File: src/rtl/dm_arbiter.sv
// dm_arbiter: shares one single-port, multi-cycle unified memory between the
// instruction-fetch port (read only) and the MEM-stage data port (read/write).
// Accesses are serialized through IDLE -> ACCESS -> RESP; each completed
// access produces a one-cycle ready pulse for the granted requester, and
// stall_if / stall_dm let the hazard logic freeze the IF and MEM stages.
//
// Optional feature: define DM_ARB_ROUND_ROBIN_EN to replace the fixed
// DM-over-IF priority with round-robin arbitration through a last_grant
// register (reset to IF). The default build uses fixed priority.
module dm_arbiter #(
  parameter int LATENCY = 4,  // memory access cycles, legal range 1..7
  parameter int CNT_W   = 3   // latency down-counter width, holds LATENCY-1
) (
  input  logic        clk,
  input  logic        rst,
  // instruction-fetch port
  input  logic        if_req,
  input  logic [15:0] if_addr,
  output logic [15:0] if_rdata,
  output logic        if_ready,
  // MEM-stage data port
  input  logic        dm_re,
  input  logic        dm_we,
  input  logic [15:0] dm_addr,
  input  logic [15:0] dm_wdata,
  output logic [15:0] dm_rdata,
  output logic        dm_ready,
  // hazard-unit stalls
  output logic        stall_if,
  output logic        stall_dm,
  // memory side
  output logic [15:0] mem_addr,
  output logic        mem_re,
  output logic        mem_we,
  output logic [15:0] mem_wdata,
  input  logic [15:0] mem_rdata
);

  typedef enum logic [1:0] {
    S_IDLE   = 2'd0,
    S_ACCESS = 2'd1,
    S_RESP   = 2'd2
  } state_t;

  typedef enum logic [1:0] {
    G_NONE = 2'd0,
    G_IF   = 2'd1,
    G_DM   = 2'd2
  } grant_t;

  state_t             state_r;
  state_t             state_nxt_s;
  grant_t             grant_r;
  grant_t             grant_sel_s;
  logic [CNT_W-1:0]   cnt_r;
  logic [15:0]        addr_r;
  logic [15:0]        wdata_r;
  logic               we_r;
  logic [15:0]        if_rdata_r;
  logic [15:0]        dm_rdata_r;
  logic               dm_pend_s;
  logic               accept_s;
  logic               last_cycle_s;

`ifdef DM_ARB_ROUND_ROBIN_EN
  // 1'b0: IF was granted last, 1'b1: DM was granted last
  logic               last_grant_r;
`endif

  // Pick the requester to grant when the arbiter is idle.
  always_comb begin
    dm_pend_s   = dm_re | dm_we;
    grant_sel_s = G_NONE;
    if (dm_pend_s && if_req) begin
`ifdef DM_ARB_ROUND_ROBIN_EN
      if (last_grant_r) begin
        grant_sel_s = G_IF;
      end else begin
        grant_sel_s = G_DM;
      end
`else
      grant_sel_s = G_DM;
`endif
    end else if (dm_pend_s) begin
      grant_sel_s = G_DM;
    end else if (if_req) begin
      grant_sel_s = G_IF;
    end else begin
      grant_sel_s = G_NONE;
    end
  end

  // Qualifiers shared by the state machine and the datapath.
  always_comb begin
    accept_s     = (state_r == S_IDLE) && (grant_sel_s != G_NONE);
    last_cycle_s = (state_r == S_ACCESS) && (cnt_r == {CNT_W{1'b0}});
  end

  // State register.
  always_ff @(posedge clk) begin
    if (rst) begin
      state_r <= S_IDLE;
    end else begin
      state_r <= state_nxt_s;
    end
  end

  // Next-state logic.
  always_comb begin
    state_nxt_s = state_r;
    case (state_r)
      S_IDLE: begin
        if (grant_sel_s != G_NONE) begin
          state_nxt_s = S_ACCESS;
        end else begin
          state_nxt_s = S_IDLE;
        end
      end
      S_ACCESS: begin
        if (cnt_r == {CNT_W{1'b0}}) begin
          state_nxt_s = S_RESP;
        end else begin
          state_nxt_s = S_ACCESS;
        end
      end
      S_RESP:  state_nxt_s = S_IDLE;
      default: state_nxt_s = S_IDLE;
    endcase
  end

  // Capture the accepted request and run the latency down-counter.
  always_ff @(posedge clk) begin
    if (rst) begin
      grant_r <= G_NONE;
      addr_r  <= 16'h0000;
      wdata_r <= 16'h0000;
      we_r    <= 1'b0;
      cnt_r   <= {CNT_W{1'b0}};
    end else if (accept_s) begin
      grant_r <= grant_sel_s;
      cnt_r   <= CNT_W'(LATENCY - 1);
      if (grant_sel_s == G_DM) begin
        addr_r  <= dm_addr;
        wdata_r <= dm_wdata;
        // a simultaneous read+write request is served as a write
        we_r    <= dm_we;
      end else begin
        addr_r  <= if_addr;
        wdata_r <= 16'h0000;
        we_r    <= 1'b0;
      end
    end else if ((state_r == S_ACCESS) && (cnt_r != {CNT_W{1'b0}})) begin
      cnt_r <= cnt_r - CNT_W'(1);
    end else if (state_r == S_RESP) begin
      grant_r <= G_NONE;
    end
  end

`ifdef DM_ARB_ROUND_ROBIN_EN
  // Remember which requester won the most recent grant.
  always_ff @(posedge clk) begin
    if (rst) begin
      last_grant_r <= 1'b0;
    end else if (accept_s) begin
      last_grant_r <= (grant_sel_s == G_DM);
    end
  end
`endif

  // Register read data into the granted requester's holding register.
  always_ff @(posedge clk) begin
    if (rst) begin
      if_rdata_r <= 16'h0000;
      dm_rdata_r <= 16'h0000;
    end else if (last_cycle_s && !we_r) begin
      if (grant_r == G_IF) begin
        if_rdata_r <= mem_rdata;
      end else if (grant_r == G_DM) begin
        dm_rdata_r <= mem_rdata;
      end
    end
  end

  // Output decode from registered state and capture registers.
  always_comb begin
    mem_addr  = 16'h0000;
    mem_wdata = 16'h0000;
    mem_re    = 1'b0;
    mem_we    = 1'b0;
    if_ready  = 1'b0;
    dm_ready  = 1'b0;
    case (state_r)
      S_ACCESS: begin
        mem_addr  = addr_r;
        mem_wdata = wdata_r;
        if (grant_r != G_NONE) begin
          mem_re = ~we_r;
          mem_we = we_r;
        end else begin
          mem_re = 1'b0;
          mem_we = 1'b0;
        end
      end
      S_RESP: begin
        if_ready = (grant_r == G_IF);
        dm_ready = (grant_r == G_DM);
      end
      default: begin
        mem_addr = 16'h0000;
      end
    endcase
  end

  // Stalls hold the requesting stage until its ready pulse arrives.
  always_comb begin
    stall_if = if_req & ~if_ready;
    stall_dm = (dm_re | dm_we) & ~dm_ready;
  end

  assign if_rdata = if_rdata_r;
  assign dm_rdata = dm_rdata_r;

endmodule

File: config.mk
export PLATFORM = sky130hd
export DESIGN_NAME = dm_arbiter
export DESIGN_NICKNAME = d
export VERILOG_FILES = /design/src/rtl/dm_arbiter.sv
export SDC_FILE = /design/constraint.sdc
export NUM_CORES = 1
export LEC_CHECK = 0
export ABC_AREA = 1
export BUFFER_PORTS_ARGS = -buffer_cell sky130_fd_sc_hd__buf_2
export CAP_MARGIN = 20
export CELL_PAD_IN_SITES_DETAIL_PLACEMENT = 2
export CELL_PAD_IN_SITES_GLOBAL_PLACEMENT = 2
export CORE_MARGIN = 4
export CORE_UTILIZATION = 26
export CTS_BUF_LIST = sky130_fd_sc_hd__clkbuf_16
export DETAILED_ROUTE_END_ITERATION = 16
export GPL_ROUTABILITY_DRIVEN = 0
export PLACE_DENSITY = 0.94
export SLEW_MARGIN = 20
export SYNTH_ARGS = -nofsm -noshare
export SYNTH_HDL_FRONTEND = slang
export SYNTH_SLANG_ARGS = --single-unit
File: constraint.sdc
create_clock -name clk -period 3.5 [get_ports clk]
set_clock_uncertainty 0.15 [all_clocks]
set_input_delay 0.35 -clock clk [delete_from_list [all_inputs] [get_ports clk]]
set_output_delay 0.35 -clock clk [all_outputs]
set_load 0.02 [all_outputs]
Yosys cells after proc, flatten, opt, wreduce, memory -nomap -nowiden

Index checks and enable logic that the tools add are counted.

Bits in registers: 72
Bits of input ports: 69
Output and inout port bits: 70

$add $sub $neg: 1
Eq/ne operators: 6
Muxes and demuxes: 22
Bitwise gates (word level): 7
Reduce and logical (&&, ||, !) cells: 17

Operator list:

| kind                                              | count |
|---|---|
| 2-to-1 mux 16 bit                                 | 4 |
| 2-to-1 mux 2 bit                                  | 8 |
| 2-to-1 mux 1 bit                                  | 9 |
| nonzero test 2 bit                                | 4 |
| == test 2 bit (second input constant)             | 3 |
| logical AND 1 bit                                 | 5 |
| == test 2 x 1 -> 1 bit (second input constant)    | 2 |
| inverter 1 bit                                    | 4 |
| case mux 2 bit (2 select lines)                   | 1 |
| AND reduction 2 bit                               | 2 |
| zero test 3 bit                                   | 1 |
| AND reduction 3 bit                               | 1 |
| nonzero test 3 bit                                | 1 |
| subtractor 3 x 1 -> 3 bit (second input constant) | 1 |
| bitwise AND 1 bit                                 | 2 |
| zero test 2 bit                                   | 1 |
| != test 2 bit (second input constant)             | 1 |
| OR reduction 2 bit                                | 1 |
| zero test 1 bit                                   | 1 |
| OR 1 bit                                          | 1 |

Longest topological paths before layout

Gate-level depths: netlist of run 1.

Depth in word-level cells: 7
Depth in mapped cells: 9
Gate-level depth less buffers: 8

Worst setup path after synthesis of run 1

OpenSTA, ideal clock, no wires.

Path type: register to output
From: register we_r
To: output port mem_we
Arrival: 1,232 ps
Slack: 1,768 ps
Cell stages (with the launch flop): 4
Cell sequence: dfxtp_1 > clkinv_1 > clkbuf_1 > nor3_1

Word-level cells in the longest chain between the ends: 2

Ends and longest elaborated chain:

| element                  | RTL line | RTL |
|---|---|---|
| start: declaration       | 58       | `logic we_r;` |
| start signal: assignment | 146      | `we_r <= dm_we;` |
| 2-to-1 mux 1 bit         | 196      | `if (grant_r != G_NONE) begin` |
| 2-to-1 mux 1 bit         | 192      | `case (state_r)` |
| end: declaration         | 34       | `output logic mem_we,` |

No other way between the ends.

Final worst setup path of run 1

From: register grant_r[0]
To: output port stall_if

Word-level cells in the longest chain between the ends: 4

Ends and longest elaborated chain:

| element                  | RTL line | RTL |
|---|---|---|
| start: declaration       | 53       | `grant_t grant_r;` |
| start signal: assignment | 140      | `grant_r <= grant_sel_s;` |
| == test 2 x 1 -> 1 bit   | 205      | `if_ready = (grant_r == G_IF);` |
| 2-to-1 mux 1 bit         | 192      |  |
| inverter 1 bit           | 216      | `stall_if = if_req & ~if_ready;` |
| bitwise AND 1 bit        | 216      |  |
| end: declaration         | 29       | `output logic stall_if,` |

No other way between the ends.

==> results of run 1 <==
## per-stage QoR
step                      hold WS (ps)  utilization, %
after floorplan                    269               -
after global placement             305            32.8
after detailed placement           309            32.8
after CTS                         88.9            35.1
after global routing               108            35.1
final                             94.1            35.1
## worst register-to-register path, delay by kind of cell, from the launching register on
kind	cells	cell delay [ps]
buffers and inverters	2	420
flip-flops	1	360
AND/OR/NAND/NOR	5	950
## sequential cells by signal, summed over array words and instances, names as in the netlist
register	flops
grant_r	2
state_r	2
cnt_r	3
dm_rdata	16
if_rdata	16
addr_r	16
we_r	1
wdata_r	16
## area by class of cell
type                       count  share of cell area, %
multi-input combinational    337                   34.4
sequential                    72                   32.5
timing repair buffer         142                   16.3
inverter                      65                   5.51
clock buffer                   9                   5.08
tap                          172                   4.86
clock inverter                 6                   1.38
## logic make-up after synthesis
family | share of synthesized area [%]
buf+inv | 11.8
flops | 42.9
compound gates | 7.93
fa+ha+maj | 0.744
simple gates | 36.6
## synthesized netlist by cell type
| library cell | instances |
|---|---|
| clkbuf_2 | 2 |
| nand2_2 | 3 |
| dfxtp_1 | 72 |
| a31oi_1 | 1 |
| buf_1 | 3 |
| clkinv_1 | 1 |
| nand2_1 | 74 |
| ha_1 | 2 |
| inv_1 | 62 |
| buf_4 | 2 |
| o21ai_0 | 42 |
| nand3_1 | 23 |
| buf_6 | 3 |
| nor2_1 | 139 |
| a21oi_1 | 3 |
| o21ai_1 | 7 |
| buf_2 | 10 |
| nor3_1 | 2 |
| nor2_4 | 5 |
| nor2_2 | 2 |
| nand4_1 | 32 |
| nand3_2 | 1 |
| clkbuf_1 | 9 |
| inv_2 | 2 |
| nand3b_1 | 1 |
## power by group through the flow
| stage | sequential (mW) | combinational, mW | clock [mW] |
|---|---|---|---|
| floorplan | 0.937 | 0.296 | 0 |
| global placement | 0.930 | 0.432 | 0 |
| detailed placement | 0.936 | 0.457 | 0 |
| CTS | 0.919 | 0.465 | 0.920 |
| global route | 0.925 | 0.518 | 0.958 |
| finish | 0.918 | 0.456 | 0.895 |
## layer usage
metal	vias up	global-route usage, %	share of wire [%]
met5	-	0	0
met4	0	5.32	1.1
met3	11	3.48	5.5
met2	101	31.9	51
met1	1789	20.0	42
li1	1823	-	-
## path summary, 6_finish.rpt
kind | cells past startpoint | startpoint | slack [ps] | endpoint
max | 6 | grant_r[0]$_SDFFE_PP0P_ | 1240 | stall_if
min | 3 | dm_wdata[2] | 90 | wdata_r[2]$_SDFFE_PP0P_
max reg2reg | 7 | state_r[1]$_SDFF_PP0_ | 1520 | if_rdata[2]$_SDFFE_PP0P_
min reg2reg | 2 | wdata_r[12]$_SDFFE_PP0P_ | 310 | wdata_r[12]$_SDFFE_PP0P_
==> impl_results.md, run 1 <==
* Status: finished, final reports clean
* Area added between synthesis and finish at 31.8%
* Dpl cell area at slightly above 0.004 mm²
* Remaining DRCs at 0
* Slowest CP cell: dfxtp_1
* Post-route ant nets at 0
* WP data required at roughly 3000 ps
* Synthesized area per cell at about 6.7 µm²
* CTS tree: done
* Tcrit/Tclk final at 64.7%
* Detailed Route WL at between 10000 and 15000 µm
* Kind of critical path: register to output port
* Placed instance count at just under 800
* Crit-path max FO at 17
* Die X at about 120 µm
* Initial antenna violation count at 0
* Worst-path clk slew at ~60 ps
* Crit path time final at 2260 ps
* Area of the multi-input gates at around 0.0015 mm²
* H-Tree Depth at 3
* Via/cell ratio at about 4.6
* Comb pwr share at roughly 20%
* Cells after Synth at a little over 500
* Post-CTS Hold Fix Bufs at 0
* Buf/Inv on CP at 3
* Die area at 0.0148 mm²
* Setup WS pre-CTS at ~1500 ps
* Library cells used by synthesis at 25
* Crit start category: register
* CP Data Arrival Time at 1760 ps
* Nets at 698
* Power share of the clock group at about two fifths
* Initial Util at 26.6%
* Yosys top cell area share at ~43%
* Detailed-router iteration count before antenna repair at 4
* I/O Pins at around 140
* First-pass GRT wire length at between 20000 and 25000 µm
* Commonest non-fill, non-tap cell in the layout: nor2_1
* Leak Pwr at 2.19 nW
* Std-Cell Rows at ~40
* Sw Ratio at a little under a third
* TritonCTS Buffers at 9
* Die height at approximately 120 µm
* Synth area leader: dfxtp_1
* # setup viols final at 0
* Setup TNS at 0 ps
* Post-CTS setup buffers at 0
* Final Hold Viols at 0
* Wirelength per Cell at roughly 16 µm
* RSZ-0062 raised after global routing: no
* Iter 0 DRT Violations at between 100 and 150
* CP endpoint kind: output port
* Post-DP HPWL at about 9400 µm
* Max Root-Sink Buffers at 2
* Vias in the first global route at around 4100
* Grt ovf at 0
* VDD IR max at 0.000235 V
* N_diodes at 0
* Port bufs at between 100 and 150
* Seq/Total Area, Yosys at approximately 43%
* Most frequent cells in the layout: nor2_1 (139), buf_2 (138), nand2_1 (74), dfxtp_1 (72), inv_1 (61)
* Tot Pwr at 2.27 mW
* Max incr delay on CP at 370 ps
* Worst-path cell chain: inv_1, nor2_4, inv_1, nor2_1, nor2_1, buf_2
* Setup WS post-layout at approximately 1200 ps
* Share of cells above drive strength 1 at between 20% and 30%
* Vias at between 3000 and 4000
* Sw Pwr at between 0.7 and 0.8 mW
* Power Dens Cells at between 500 and 600 mW/mm²
* Clk root buf: clkbuf_16
* Cell Count, Final, Fillers Out at approximately 800
* Worst-Margin Slew at 732 ps
* Register share of total power at between 40% and 50%
* Syn nets at 574
* Synth top area cells: dfxtp_1 (43%), nor2_1 (16%), nand2_1 (8.3%)
* Worst relative slew slack at between 50 and 60%
* Synthesis-stage register bit count at between 70 and 80
* Synthesis Warnings at 0
* Core area at between 0.01 and 0.015 mm²
* Internal Pwr Total at between 1.5 and 2 mW
* Total Routing Usage GR at between 15 and 20%
* Resized Gates After CTS at 0
* Largest net degree at the start of global routing at 37
* Clk_lat worst skew at around 330 ps
* Sequential cell area at 0.00144 mm²
* # fillers at 1554
* Worst min path class: primary input to register
* Final instance area at around 0.0044 mm²
* Pins Over Slew Limit at 0
* Clock Sink Count at a little over 70
* Max Fclk at about 440 MHz
* Mapped Area at around 0.0034 mm²
* Worst path top cell family by delay: simple AND/OR/NAND/NOR gates
* Max Cap Violations at 0
No activity file was read; power rests on OpenSTA's default activity.
==> run 2: changes to the inputs <==
- CORE_UTILIZATION: 26 -> 22
- PLACE_DENSITY: 0.94 -> 0.86
- clock period: 3.5 -> 1.94 ns (I/O delays scaled with it)
==> run 2 against run 1 <==
Compared with the run above:
- worst setup slack got worse by 1100 ps
- count of clock-buffer cells in the layout did not move
- sequential share of layout area fell by 1.9 points
- register-to-register slack got worse by 1300 ps
- non-clock buffer count rose by 24
- cell area rose by 6.2%
- flip-flop and latch count did not move
- core utilization fell by 3.2 points
- global-route usage fell by 2.4 points
- die area rose by 17%
- via count rose by 0.91%
- power rose by 85%
- largest cell class unchanged
- largest power group is now the clock network
- highest routed layer unchanged
==> impl_results.md, run 2 (same netlist as run 1, synthesis figures left out) <==
* Clk_lat worst skew at 340 ps (about the same)
* Most frequent cells in the layout: nor2_1 (139), buf_2 (138), nand2_1 (74), dfxtp_1 (72), inv_1 (61)
* Die height at 132 µm (+8.1%)
* Setup TNS at 0 ps (unchanged)
* CP endpoint kind: output port
* Std-Cell Rows at 44 (+7.3%)
* Setup WS post-layout at 140 ps (-1100 ps)
* Power Dens Cells at 892 mW/mm² (+74%)
* Leak Pwr at 2.31 nW (+5.6%)
* Wl on met1 at 5280 µm (-0.86%)
* Initial antenna violation count at 0 (unchanged)
* Core area at 0.0148 mm² (+17%)
* First-pass GRT wire length at 21100 µm (+2.7%)
* I/O Pins at 139 (unchanged)
* Detailed Route WL at 12600 µm (about the same)
* Grt ovf at 0 (unchanged)
* VDD IR max at 0.000368 V (+56%)
* Vias at 3758 (+0.91%)
* WP data required at 1600 ps (-1400 ps)
* N_diodes at 0 (unchanged)
* Clock Sink Count at 72 (unchanged)
* Clk root buf: clkbuf_16
* Iter 0 DRT Violations at 186 (+27%)
* Via/cell ratio at 4.47 (-3.5%)
* Cell Count, Final, Fillers Out at 840 (+4.6%)
* Area added between synthesis and finish at 40.0%
* Max incr delay on CP at 410 ps (+40 ps)
* Crit start category: register
* Kind of critical path: register to output port
* Tcrit/Tclk final at slightly above 90%
* Worst relative slew slack at 64.3% (+13 points)
* RSZ-0062 raised after global routing: no
* CTS tree: done
* Post-CTS setup buffers at 0 (unchanged)
* Max Root-Sink Buffers at 2 (unchanged)
* # setup viols final at 0 (unchanged)
* Status: finished, final reports clean
* Max Fclk at about 560 MHz
* Commonest non-fill, non-tap cell in the layout: nor2_1
* Setup WS pre-CTS at 163 ps (-1320 ps)
* Worst-path cell chain: inv_1, nand2_2, buf_12, nor2_1, buf_2
* Die X at 132 µm (+8.1%)
* Remaining DRCs at 0 (unchanged)
* Worst min path class: primary input to register
* Max layer used: met4
* Worst-path clk slew at 60 ps (about the same)
* Crit path time final at between 1500 and 2000 ps
* Port bufs at 138 (unchanged)
* Post-route ant nets at 0 (unchanged)
* Detailed-router iteration count before antenna repair at 4 (unchanged)
* Wirelength per Cell at 15.0 µm (-4.3%)
* Initial Util at 22.8% (-3.9 points)
* Pins Over Slew Limit at 0 (unchanged)
* Routed wl met2 at 6600 µm (+2.2%)
* Final Util at 31.9% (-3.2 points)
* Worst-Margin Slew at 535 ps (-197 ps)
* Placed instance count at 806 (+2.3%)
* Largest net degree at the start of global routing at 34 (-8.1%)
* CP Data Arrival Time at 1460 ps (-300 ps)
* Crit-path max FO at 32 (+15)
* Routed wl met3 at 650 µm (-7.0%)
* Worst path top cell family by delay: buffers and inverters
* H-Tree Depth at 3 (unchanged)
* Vias in the first global route at 4213 (+2.4%)
* Nets at 722 (+3.4%)
* Buf/Inv on CP at 3 (unchanged)
* Post-DP HPWL at 9300 µm (-1.6%)
* TritonCTS Buffers at 9 (unchanged)
* Die area at 0.0173 mm² (+17%)
* Slowest CP cell: dfxtp_1
* Share of cells above drive strength 1 at 27.0% (+0.040 points)
* Final Hold Viols at 0 (unchanged)
* Max Cap Violations at 0 (unchanged)
* Total Routing Usage GR at 14.9% (-2.4 points)
run 2: worst register-to-register path: cells and delay by family (launching register included):
kind	cells	cell delay (ps)
flops	1	310
buf+inv	2	160
fa+ha+maj	1	180
simple gates	5	880
run 2: area by class of cell:
class,instances,area [µm²]
fill,1815,10000
multi-input combinational,337,1520
sequential,72,1440
timing repair buffer,166,971
inverter,65,244
tap,184,230
clock buffer,9,225
clock inverter,7,71.3
run 2: timing repair:
action / in CTS / in global routing
hold buffers: 18 / 0
gates resized for setup: 0 / 0
endpoints found under the hold margin: 21 / 0
run 2: routing by layer:
layer  track usage, %  vias up
li1                 -     1872
met1             16.8     1782
met2             27.8       96
met3             4.78        8
met4             2.63        0
met5                0        -
run 2: power by group:
group	internal [mW]	switching (mW)	total [mW]
Clock	0.995	0.667	1.66
Combinational	0.297	0.583	0.880
Sequential	1.59	0.0585	1.65
run 2: worst paths after layout:
kind	from	endpoint	slack, ps	depth (start not counted)
max	state_r[1]$_SDFF_PP0_	mem_addr[1]	140	5
min	if_addr[11]	addr_r[11]$_SDFFE_PP0P_	50	5
max reg2reg	cnt_r[0]$_SDFFE_PP0P_	dm_rdata[2]$_SDFFE_PP0P_	190	8
min reg2reg	wdata_r[3]$_SDFFE_PP0P_	wdata_r[3]$_SDFFE_PP0P_	330	2
run 2: through the flow:
step	hold WS, ps	instance area (µm²)	total power [mW]
final	50.0	4700	4.19
after global routing	70.4	4700	4.47
after CTS	37.6	4700	4.29
after detailed placement	279	4230	2.55
after global placement	273	4230	2.49
after floorplan	113	3360	2.23
==> run 3: changes to the inputs <==
- RECOVER_POWER: unset -> 25
==> run 3 against run 2 <==
Compared with the run above:
- flip-flop and latch count unchanged
- via count about the same
- routed wire length increased by 0.39%
- non-clock buffer count unchanged
- largest power group unchanged
- die area unchanged
- first-iteration DRC count increased by 0.54%
- cell area decreased by 0.85%
- global-route usage unchanged
- power about the same
- final cell count unchanged
- sequential share of layout area increased by 0.26 points
- hold slack about the same
==> impl_results.md, run 3 (same netlist as run 1, synthesis figures left out) <==
* Via/cell ratio at 4.47 (about the same)
* Core area at 0.0148 mm² (unchanged)
* CP Data Arrival Time at 1450 ps (about the same)
* Tcrit/Tclk final at 92.7% (-0.093 points)
* Commonest non-fill, non-tap cell in the layout: nor2_1
* Die area at 0.0173 mm² (unchanged)
* Max Cap Violations at 0 (unchanged)
* Clock Sink Count at 72 (unchanged)
* Grt ovf at 0 (unchanged)
* Kind of critical path: register to output port
* Worst-path clk slew at 60 ps (about the same)
* Power share of the clock group at 39.7% (about the same)
* Detailed-router iteration count before antenna repair at 4 (unchanged)
* Clk_lat worst skew at 340 ps (about the same)
* Worst min path class: primary input to register
* First-pass GRT wire length at 21100 µm (unchanged)
* Worst-Margin Slew at 534 ps (-1.02 ps)
* Setup TNS at 0 ps (unchanged)
* Area of the multi-input gates at 0.00152 mm² (unchanged)
* Status: finished, final reports clean
* H-Tree Depth at 3 (unchanged)
* WP data required at 1600 ps (about the same)
* Internal Pwr Total at 2.88 mW (-0.16%)
* Detailed Route WL at 12700 µm (+0.39%)
* Initial antenna violation count at 0 (unchanged)
* Largest net degree at the start of global routing at 34 (unchanged)
* Power Dens Cells at 899 mW/mm² (+0.84%)
* Vias in the first global route at 4213 (unchanged)
* Final instance area at 0.00466 mm² (-0.85%)
* Resized Gates After CTS at 0 (unchanged)
* Sw Pwr at 1.31 mW (+0.28%)
* Total Routing Usage GR at 14.9% (unchanged)
* Iter 0 DRT Violations at 187 (+0.54%)
* Sequential cell area at 0.00144 mm² (unchanged)
* Sw Ratio at 31.3% (+0.094 points)
* Port bufs at 138 (unchanged)
* Crit-path max FO at 32 (unchanged)
* Crit start category: register
* # setup viols final at 0 (unchanged)
* Remaining DRCs at 0 (unchanged)
* Nets at 722 (unchanged)
* Area added between synthesis and finish at 38.8%
* Pins Over Slew Limit at 0 (unchanged)
* Worst relative slew slack at 64.4% (+0.068 points)
* Share of cells above drive strength 1 at 22.1% (-4.9 points)
* Die height at 132 µm (unchanged)
* Clk root buf: clkbuf_16
* Vias at 3757 (-0.027%)
* Crit path time final at 1800 ps (-1.80 ps)
* VDD IR max at 0.000368 V (+0.24%)
* Wirelength per Cell at 15.1 µm (+0.39%)
* Die X at 132 µm (unchanged)
* Final Hold Viols at 0 (unchanged)
* Max Fclk at 556 MHz (+0.10%)
* RSZ-0062 raised after global routing: no
* Register share of total power at 39.4% (about the same)
* Comb pwr share at 20.9% (about the same)
* I/O Pins at 139 (unchanged)
* TritonCTS Buffers at 9 (unchanged)
* CTS tree: done
* Post-CTS setup buffers at 0 (unchanged)
* # fillers at 1842 (+1.5%)
* Std-Cell Rows at 44 (unchanged)
* Leak Pwr at 2.17 nW (-6.1%)
* Hold Path Stages at 5 (unchanged)
* Post-DP HPWL at 9300 µm (unchanged)
* Max Root-Sink Buffers at 2 (unchanged)
* Initial Util at 22.8% (unchanged)
* N_diodes at 0 (unchanged)
* Post-route ant nets at 0 (unchanged)
* CP endpoint kind: output port
* Dpl cell area at 0.00423 mm² (unchanged)
* FF-to-FF path depth at 8 (unchanged)
* Most frequent cells in the layout: nor2_1 (139), buf_2 (106), nand2_1 (74), dfxtp_1 (72), inv_1 (61)
* Post-CTS Hold Fix Bufs at 18 (unchanged)
==> run 3: critical path, cell delays in order (launching register included) <==
cell	delay (ps)
dfxtp_1	410
inv_1	90
nand2_2	140
buf_12	200
nor2_1	90
buf_2	160
==> run 3: worst paths after layout <==
kind / from / end / slack [ps]
min reg2reg: wdata_r[3]$_SDFFE_PP0P_ / wdata_r[3]$_SDFFE_PP0P_ / 330
min: if_addr[11] / addr_r[11]$_SDFFE_PP0P_ / 50
max: state_r[1]$_SDFF_PP0_ / mem_addr[1] / 140
max reg2reg: cnt_r[0]$_SDFFE_PP0P_ / dm_rdata[2]$_SDFFE_PP0P_ / 200
==> run 3: metrics by stage <==
step	setup WS [ps]	hold slack [ps]	power [mW]	std cells	util (%)
3_3_place_gp	273	273	2.49	806	28.7
6_report	142	49.5	4.19	840	31.6
3_5_place_dp	163	279	2.55	806	28.7
4_1_cts	96.3	37.6	4.29	840	31.9
2_1_floorplan	364	113	2.23	503	-
5_1_grt	33.3	70.4	4.47	840	31.6
==> run 3: layer usage <==
layer	global-route usage, %	wire, µm	vias to the layer above	part of all wire (%)
li1	-	-	1872	-
met5	0	0	-	0
met1	16.8	5340	1777	42
met4	2.63	97	0	0.76
met3	4.78	652	7	5.1
met2	27.8	6600	101	52
==> run 3: final cells by class <==
type | instances | area share (%)
clock inverter | 7 | 1.53
timing repair buffer | 166 | 20.0
multi-input combinational | 337 | 32.6
tap | 184 | 4.94
sequential | 72 | 30.9
clock buffer | 9 | 4.83
inverter | 65 | 5.23
==> run 3: power by group through the flow <==
stage                     Sequential [mW]  Combinational, mW  Clock (mW)
after floorplan                      1.69              0.535           0
after global placement               1.68              0.814           0
after detailed placement             1.69              0.866           0
after CTS                            1.66              0.901        1.74
after global routing                 1.67              0.994        1.80
final                                1.65              0.875        1.67
